## config.mk

```make
export PLATFORM = sky130hd
export DESIGN_NAME = vga_fb_fetch
export DESIGN_NICKNAME = d
export VERILOG_FILES = /design/src/rtl/vga_fb_fetch.sv
export SDC_FILE = /design/constraint.sdc
export NUM_CORES = 2
export LEC_CHECK = 0
export CORE_UTILIZATION = 65
export CTS_BUF_LIST = sky130_fd_sc_hd__clkbuf_4 sky130_fd_sc_hd__clkbuf_8
export CTS_CLUSTER_SIZE = 16
export DETAILED_ROUTE_END_ITERATION = 10
export PLACE_DENSITY = 0.81
export SYNTH_ARGS = -nofsm -noshare
export SYNTH_HDL_FRONTEND = slang
export SYNTH_SLANG_ARGS = --single-unit
export TNS_END_PERCENT = 30
```

## constraint.sdc

```tcl
create_clock -name VGA_CLK -period 4.8 [get_ports VGA_CLK]
set_input_delay 0.48 -clock VGA_CLK [delete_from_list [all_inputs] [get_ports VGA_CLK]]
set_output_delay 0.48 -clock VGA_CLK [all_outputs]
set_load 0.03 [all_outputs]
```

## src/rtl/vga_fb_fetch.sv

```systemverilog
// Framebuffer fetch scheduler: Wishbone burst reads of 16-bit pixels
// into a pixel FIFO ahead of the VGA scan, head presented to the pixel stage.
module vga_fb_fetch #(
   parameter int          HDISP      = 640,
   parameter int          VDISP      = 480,
   parameter int          BURST      = 16,
   parameter int          FIFO_DEPTH = 256,
   parameter logic [31:0] BASE_ADDR  = 32'h0
) (
   input  logic        VGA_CLK,
   input  logic        RST,
   input  logic        frame_start,
   input  logic        pix_rd,
   output logic [15:0] pix_data,
   output logic        pix_valid,
   output logic        underflow,
   output logic        busy,
   output logic [31:0] wb_adr,
   output logic        wb_cyc,
   output logic        wb_stb,
   output logic        wb_we,
   output logic [1:0]  wb_sel,
   output logic [2:0]  wb_cti,
   output logic [1:0]  wb_bte,
   input  logic [15:0] wb_dat_sm,
   input  logic        wb_ack
);

   localparam int TOTAL = HDISP * VDISP;
   localparam int RW    = $clog2(TOTAL + 1);
   localparam int AW    = $clog2(FIFO_DEPTH);
   localparam int CW    = AW + 1;
   localparam int BW    = (BURST > 1) ? $clog2(BURST) : 1;

   localparam logic [CW-1:0] SPACE_LIM = CW'(FIFO_DEPTH - BURST);
   localparam logic [BW-1:0] LAST_BEAT = BW'(BURST - 1);
   localparam logic [RW-1:0] TOTAL_R   = RW'(TOTAL);

   localparam logic [2:0] S_IDLE  = 3'd0;
   localparam logic [2:0] S_WAIT  = 3'd1;
   localparam logic [2:0] S_BURST = 3'd2;
   localparam logic [2:0] S_GAP   = 3'd3;
   localparam logic [2:0] S_DONE  = 3'd4;

   generate
      if (BURST < 1 || (BURST & (BURST - 1)) != 0) begin : g_bad_burst
         $error("vga_fb_fetch: BURST must be a power of 2");
      end
      if ((TOTAL % BURST) != 0) begin : g_bad_total
         $error("vga_fb_fetch: HDISP*VDISP must be a multiple of BURST");
      end
      if ((FIFO_DEPTH & (FIFO_DEPTH - 1)) != 0 || FIFO_DEPTH < 2 * BURST) begin : g_bad_fifo
         $error("vga_fb_fetch: FIFO_DEPTH must be a power of 2 and >= 2*BURST");
      end
   endgenerate

   logic [2:0]    state;
   logic [RW-1:0] remaining;
   logic [BW-1:0] beat;
   logic [15:0]   mem [FIFO_DEPTH];
   logic [AW-1:0] wr_ptr;
   logic [AW-1:0] rd_ptr;
   logic [CW-1:0] cnt;
   logic          push;
   logic          pop;

   assign push = (state == S_BURST) && wb_ack;
   assign pop  = pix_rd && pix_valid;

   always_ff @(posedge VGA_CLK) begin
      if (RST) begin
         state     <= S_IDLE;
         wb_adr    <= BASE_ADDR;
         remaining <= '0;
         beat      <= '0;
         underflow <= 1'b0;
      end else if (frame_start) begin
         // restart wins over any in-flight beat, so a late ack is dropped
         state     <= S_WAIT;
         wb_adr    <= BASE_ADDR;
         remaining <= TOTAL_R;
         beat      <= '0;
         underflow <= 1'b0;
      end else begin
         if (pix_rd && !pix_valid)
            underflow <= 1'b1;
         unique case (state)
            S_WAIT: begin
               if (remaining == '0)
                  state <= S_DONE;
               else if (cnt <= SPACE_LIM)
                  state <= S_BURST;
            end
            S_BURST: begin
               if (wb_ack) begin
                  wb_adr    <= wb_adr + 32'd2;
                  remaining <= remaining - RW'(1);
                  if (beat == LAST_BEAT) begin
                     beat  <= '0;
                     state <= S_GAP;
                  end else begin
                     beat <= beat + BW'(1);
                  end
               end
            end
            S_GAP:   state <= S_WAIT;
            default: state <= state;
         endcase
      end
   end

   always_ff @(posedge VGA_CLK) begin
      if (RST || frame_start) begin
         wr_ptr <= '0;
         rd_ptr <= '0;
         cnt    <= '0;
      end else begin
         if (push)
            wr_ptr <= wr_ptr + AW'(1);
         if (pop)
            rd_ptr <= rd_ptr + AW'(1);
         if (push && !pop)
            cnt <= cnt + CW'(1);
         else if (pop && !push)
            cnt <= cnt - CW'(1);
      end
   end

   always_ff @(posedge VGA_CLK) begin
      if (push && !RST && !frame_start)
         mem[wr_ptr] <= wb_dat_sm;
   end

   assign pix_valid = (cnt != '0);
   assign pix_data  = pix_valid ? mem[rd_ptr] : 16'h0000;
   assign busy      = (state != S_IDLE) && (state != S_DONE);
   assign wb_cyc    = (state == S_BURST);
   assign wb_stb    = wb_cyc;
   assign wb_cti    = !wb_cyc ? 3'b000 :
                      (beat == LAST_BEAT) ? 3'b111 : 3'b010;
   assign wb_we     = 1'b0;
   assign wb_sel    = 2'b11;
   assign wb_bte    = 2'b00;

endmodule

```

## After elaboration in Yosys (flattened, before gate mapping)

Memory sizes are Yosys's and may differ from the RTL's. A register that Yosys moved wholly into a read port is not among the register bits.
Index checks and enable logic that the tools add are counted.

- Bits in registers: 84
- RAM bits: 4096
- Output and inout port bits: 61
- Logic and storage cells: 76
- Memories kept: 1

- Add/subtract/negate cells: 7
- Magnitude comparators: 1
- Equality and inequality tests: 11
- Muxes and demuxes: 19
- Reductions and logical operators: 27

Memories:

| memory | words | bits a word | rd ports | clocked after memory_dff | write ports | RTL line | text |
|---|---|---|---|---|---|---|---|
| mem | 256 | 16 | 1 | 1 | 1 | 60 | `logic [15:0] mem [FIFO_DEPTH];` |

Operators with widths:

| cell | number |
|---|---|
| $mux W19 | 3 |
| $add A32 B2 Y32 const B | 1 |
| $logic_not A19 Y1 | 1 |
| $sub A19 B1 Y19 const B | 1 |
| $mux W3 | 6 |
| $mux W9 | 2 |
| $add A8 B1 Y8 const B | 2 |
| $mux W16 | 1 |
| $mux W8 | 2 |
| $add A9 B1 Y9 const B | 1 |
| $le A9 B8 Y1 const B | 1 |
| $pmux W3 S3 | 1 |
| $reduce_bool A9 Y1 | 1 |
| $sub A9 B1 Y9 const B | 1 |
| $logic_and A1 B1 Y1 | 8 |
| $reduce_and A4 Y1 | 2 |
| $eq A3 B2 Y1 const B | 2 |
| $ne A3 B2 Y1 const B | 2 |
| $ne A3 B3 Y1 const B | 2 |
| $reduce_bool A2 Y1 | 3 |
| $reduce_bool A3 Y1 | 2 |
| $logic_not A1 Y1 | 5 |
| $add A4 B1 Y4 const B | 1 |
| $eq A4 B4 Y1 const B | 1 |
| 9 further kinds | 13 |

## Logic depth before layout (Yosys ltp)

- Word-level depth: 6
- Depth in mapped cells: 15
- Gate-level depth less buffers: 14

## Worst setup path before layout

No wires, ideal clock.

- Path kind: register -> register
- Start point: register state[1]
- End point: register cnt[8]
- Setup time: 70 ps
- Arrival: 3688 ps
- Required time: 4730 ps
- Setup slack: 1042 ps
- Stages on the path, launching flop included: 16
- Path buffers: 2
- Path through: dfxtp_1 -> nor3b_2 -> nand2_1 -> inv_1 -> buf_2 -> buf_1 -> ha_1 -> inv_1 -> ha_1 -> nor2b_1 -> o21ai_0 -> a21oi_1 -> o41ai_1 -> xnor2_1 -> or3_1 -> a21oi_1

- Word-level cells in the longest chain between the ends: 5

Ends and longest elaborated chain:

| what | RTL line | text |
|---|---|---|
| start: declaration | 57 | `logic [2:0] state;` |
| start signal: assignment | 107 | `default: state <= state;` |
| $eq A3 B2 Y1 * | n/a |  |
| named net wb_cyc | 19 | `output logic wb_cyc,` |
| $logic_and A1 B1 Y1 * | 67 | `assign push = (state == S_BURST) && wb_ack;` |
| named net push | 64 | `logic push;` |
| $logic_not A1 Y1 | 124 | `else if (pop && !push)` |
| $logic_and A1 B1 Y1 | 124 |  |
| $reduce_bool A2 Y1 (no line) | n/a |  |
| end signal: assignment | 123 | `cnt <= cnt + CW'(1);` |
| end signal: assignment | 125 | `cnt <= cnt - CW'(1);` |
| end: declaration | 63 | `logic [CW-1:0] cnt;` |

The timed path passes the listed nets; every way through them passes the cells marked *.
A chain may end at the register's enable or synchronous reset.

==> summary.json <==
{
  "outcome": {
    "outcome": "finished, violations left",
    "violations": "setup timing"
  },
  "worst_setup_path": {
    "cp.arrival_ns": 4.55,
    "worstPathRequired_ns": 4.32,
    "worst-path-max-fanout": 16,
    "critPathKind": "flop to output port",
    "regToRegStartpoint": "state[1]",
    "start_kind": "flop",
    "ff2ff_path_depth": 7,
    "crit_path_end_kind": "output port"
  },
  "floorplan": {
    "top_level_ports": 82,
    "core_area_sq_um": 246000,
    "die_h_um": 499,
    "std_cell_rows": 182,
    "die_w_um": 499,
    "dieArea_sq_um": 249000,
    "initial_utilization_pct": 65.3
  },
  "global_routing": {
    "grt_antenna_before_repair": 13,
    "globalRouteTotalUtil_pct": 35.6,
    "overflow": 0,
    "grt_first_pass_wirelength_mm": 623,
    "grt_pass1_vias": 87300,
    "grt_start_max_net_pins": 157
  },
  "min_path": {
    "hold_class": "input port to flop",
    "min_path_cells": 1,
    "timing.hold.worst.start": "wb_dat_sm[12]"
  },
  "layout": {
    "fin_cells": 12200,
    "drive_above_1_share_pct": 32.9,
    "final_core_util_pct": 75.3,
    "fillerInstances": 11400,
    "area_growth_pct": 15.3,
    "layout.nets": 8513
  },
  "synth": {
    "synth_edf_count": 4096,
    "library_cells_used_by_synthesis": 68,
    "netlist_instances": 7465,
    "ys_top_cells_by_count": "sky130_fd_sc_hd__edfxtp_1, sky130_fd_sc_hd__mux4_2, sky130_fd_sc_hd__nor2_1",
    "postSynthAreaPerCell_sq_um": 21.5,
    "ys_ff_latch": 4187,
    "synthesis.yosys.warnings": 0,
    "synthMostInstantiatedCell": "sky130_fd_sc_hd__edfxtp_1",
    "asyncSetResetFlopFracSynth_pct": 0,
    "mappedNetlistArea_sq_um": 160000,
    "netlist_top_cells_area": "sky130_fd_sc_hd__edfxtp_1, sky130_fd_sc_hd__mux4_2, sky130_fd_sc_hd__mux2i_1",
    "postSynth.topFlopCell": "sky130_fd_sc_hd__edfxtp_1",
    "synth.top_cell.area_share_pct": 76.7,
    "synth_largest_area_cell": "sky130_fd_sc_hd__edfxtp_1",
    "synth.yosys.seq_area_share_pct": 77.8
  },
  "place": {
    "numPlacedInstances": 10900,
    "post-dp-hpwl_mm": 241,
    "gp_routability_congestion": 0.936,
    "place_ws_ns": -0.204,
    "portBuffers": 75
  },
  "detailed_routing": {
    "vias_per_cell": 7.27,
    "dr_total_vias": 88500,
    "wirelength_per_cell_um": 37.7,
    "ant_nets": 0,
    "drt_iter0_markers": 17000,
    "wirelength_mm": 459,
    "drc": 0,
    "detailedRoute.firstPassIterationCount": 7
  },
  "sta": {
    "number_of_hold_violations_in_the_final_report": 0,
    "max_freq_ghz": 0.199,
    "clock_period_minus_final_worst_setup_slack_ns": 5.03,
    "relSlewSlack_pct": 9.10,
    "grt_setup_unrepaired": "true",
    "setup_slack_ns": -0.231,
    "timing.final.crit_share_pct": 105,
    "slew_violations": 0,
    "worst_pin_slew_ns": 1.36,
    "minimum_hold_slack_ns": 0.0483,
    "final_count_of_negative_setup_slack_endpoints": 15,
    "clock_skew_ns": 0.0676
  },
  "clock_tree": {
    "ctsHtreeMaxLevel": 6,
    "clkSlewWorstSetupHoldPaths_ns": 0.07,
    "cts-root-to-sink-buffers": 4,
    "clock_tree.root_cell": "sky130_fd_sc_hd__clkbuf_8",
    "clock_tree_from_tritoncts": "yes",
    "num_clock_sinks": 4187,
    "tritoncts.num_buffers": 643,
    "clock_insertion_delay_worst_skew_ns": 1.16
  },
  "power": {
    "leakagePower_nw": 57.0,
    "vdd_drop_max_mv": 0.501,
    "power.density_cell_area_nw_per_um2": 486,
    "report.power.total_w": 0.0899
  },
  "job": {
    "maxCapViolCount": 0
  }
}
[worst paths after layout]
check | end | slack, ns
worst max-delay path | pix_data[5] | -0.23
worst min-delay path | mem[177][12] | 0.05
worst max register to register | mem[148][7] | 0.36
worst min register to register | remaining[0] | 0.46
[layout by cell type, fill, tap and decap left out, types with 92 or more instances in the layout]
| cell | count |
|---|---|
| sky130_fd_sc_hd__edfxtp_1 | 4096 |
| sky130_fd_sc_hd__mux4_2 | 879 |
| sky130_fd_sc_hd__clkbuf_8 | 664 |
| sky130_fd_sc_hd__buf_4 | 551 |
| sky130_fd_sc_hd__nor2_1 | 394 |
| sky130_fd_sc_hd__mux2i_1 | 302 |
| sky130_fd_sc_hd__clkbuf_4 | 206 |
| sky130_fd_sc_hd__o22ai_1 | 194 |
| sky130_fd_sc_hd__clkinv_1 | 142 |
| sky130_fd_sc_hd__a21oi_1 | 94 |
| sky130_fd_sc_hd__nand2_1 | 92 |
[critical path, cell delays in order (launching register included)]
cell and delay, ns:
sky130_fd_sc_hd__dfxtp_2 0.55, sky130_fd_sc_hd__buf_6 0.29, sky130_fd_sc_hd__nor2b_4 0.15, sky130_fd_sc_hd__and3_2 0.41, sky130_fd_sc_hd__a22o_1 0.38, sky130_fd_sc_hd__a2111oi_4 0.60
sky130_fd_sc_hd__nand3_1 0.21, sky130_fd_sc_hd__buf_6 0.19, sky130_fd_sc_hd__a221oi_4 0.39, sky130_fd_sc_hd__buf_12 0.18
[cells by family after synthesis]
group,count (synthesis),share of synthesized area [%]
buf+inv,444,1.65
compound gates,766,3.47
mux,1218,14.5
flops,4187,77.8
xor+xnor,53,0.289
fa+ha+maj,17,0.137
other cells,2,0.00468
simple gates,778,2.17
[per-stage QoR]
stage / area, sq um / setup TNS (ns)
detailed placement: 168000 / -0.204
finish: 185000 / -1.32
global placement: 168000 / -0.231
global route: 185000 / -1.43
CTS: 183000 / -0.0498
floorplan: 160000 / 0
[power breakdown]
group,switching (W),total (W),internal (W)
Clock,0.0140,0.0292,0.0151
Sequential,0.0000573,0.0402,0.0402
Combinational,0.0115,0.0205,0.00907
Total,0.0255,0.0899,0.0644
[per-layer routing]
metal	GRT usage, %	wire length, um	up-vias
met5	0	64	-
met2	54.4	213000	9097
met1	46.5	142000	44200
met3	10.7	71900	1766
met4	19.3	31700	10
li1	-	-	33500
[final cells by class]
| class | instances | area (sq um) | share of cell area (%) |
|---|---|---|---|
| Sequential cell | 4187 | 125000 | 67.5 |
| Inverter | 15 | 56.3 | 0.0304 |
| Multi-Input combinational cell | 2839 | 35400 | 19.1 |
| Antenna cell | 17 | 42.5 | 0.0230 |
| Clock buffer | 870 | 10700 | 5.78 |
| Clock inverter | 247 | 1510 | 0.817 |
| Tap cell | 3220 | 4030 | 2.18 |
| Timing Repair Buffer | 789 | 8430 | 4.56 |
[state kept, by name, summed over array words and instances (netlist names), named ones only]
register and cells:
rd_ptr 8, state 3, underflow 1, remaining 19, mem 4096, wb_adr 31
cnt 9, wr_ptr 8, beat 4
[repair_timing]
action	in CTS	in global routing
pin swaps	50	55
setup endpoints to repair	16	16
gates cloned	22	9
resized for setup	316	164
buffers inserted	50	50
hold buffers	14	1
endpoints found under the hold margin	816	21
Note: power is estimated with default switching activity, not from simulation.
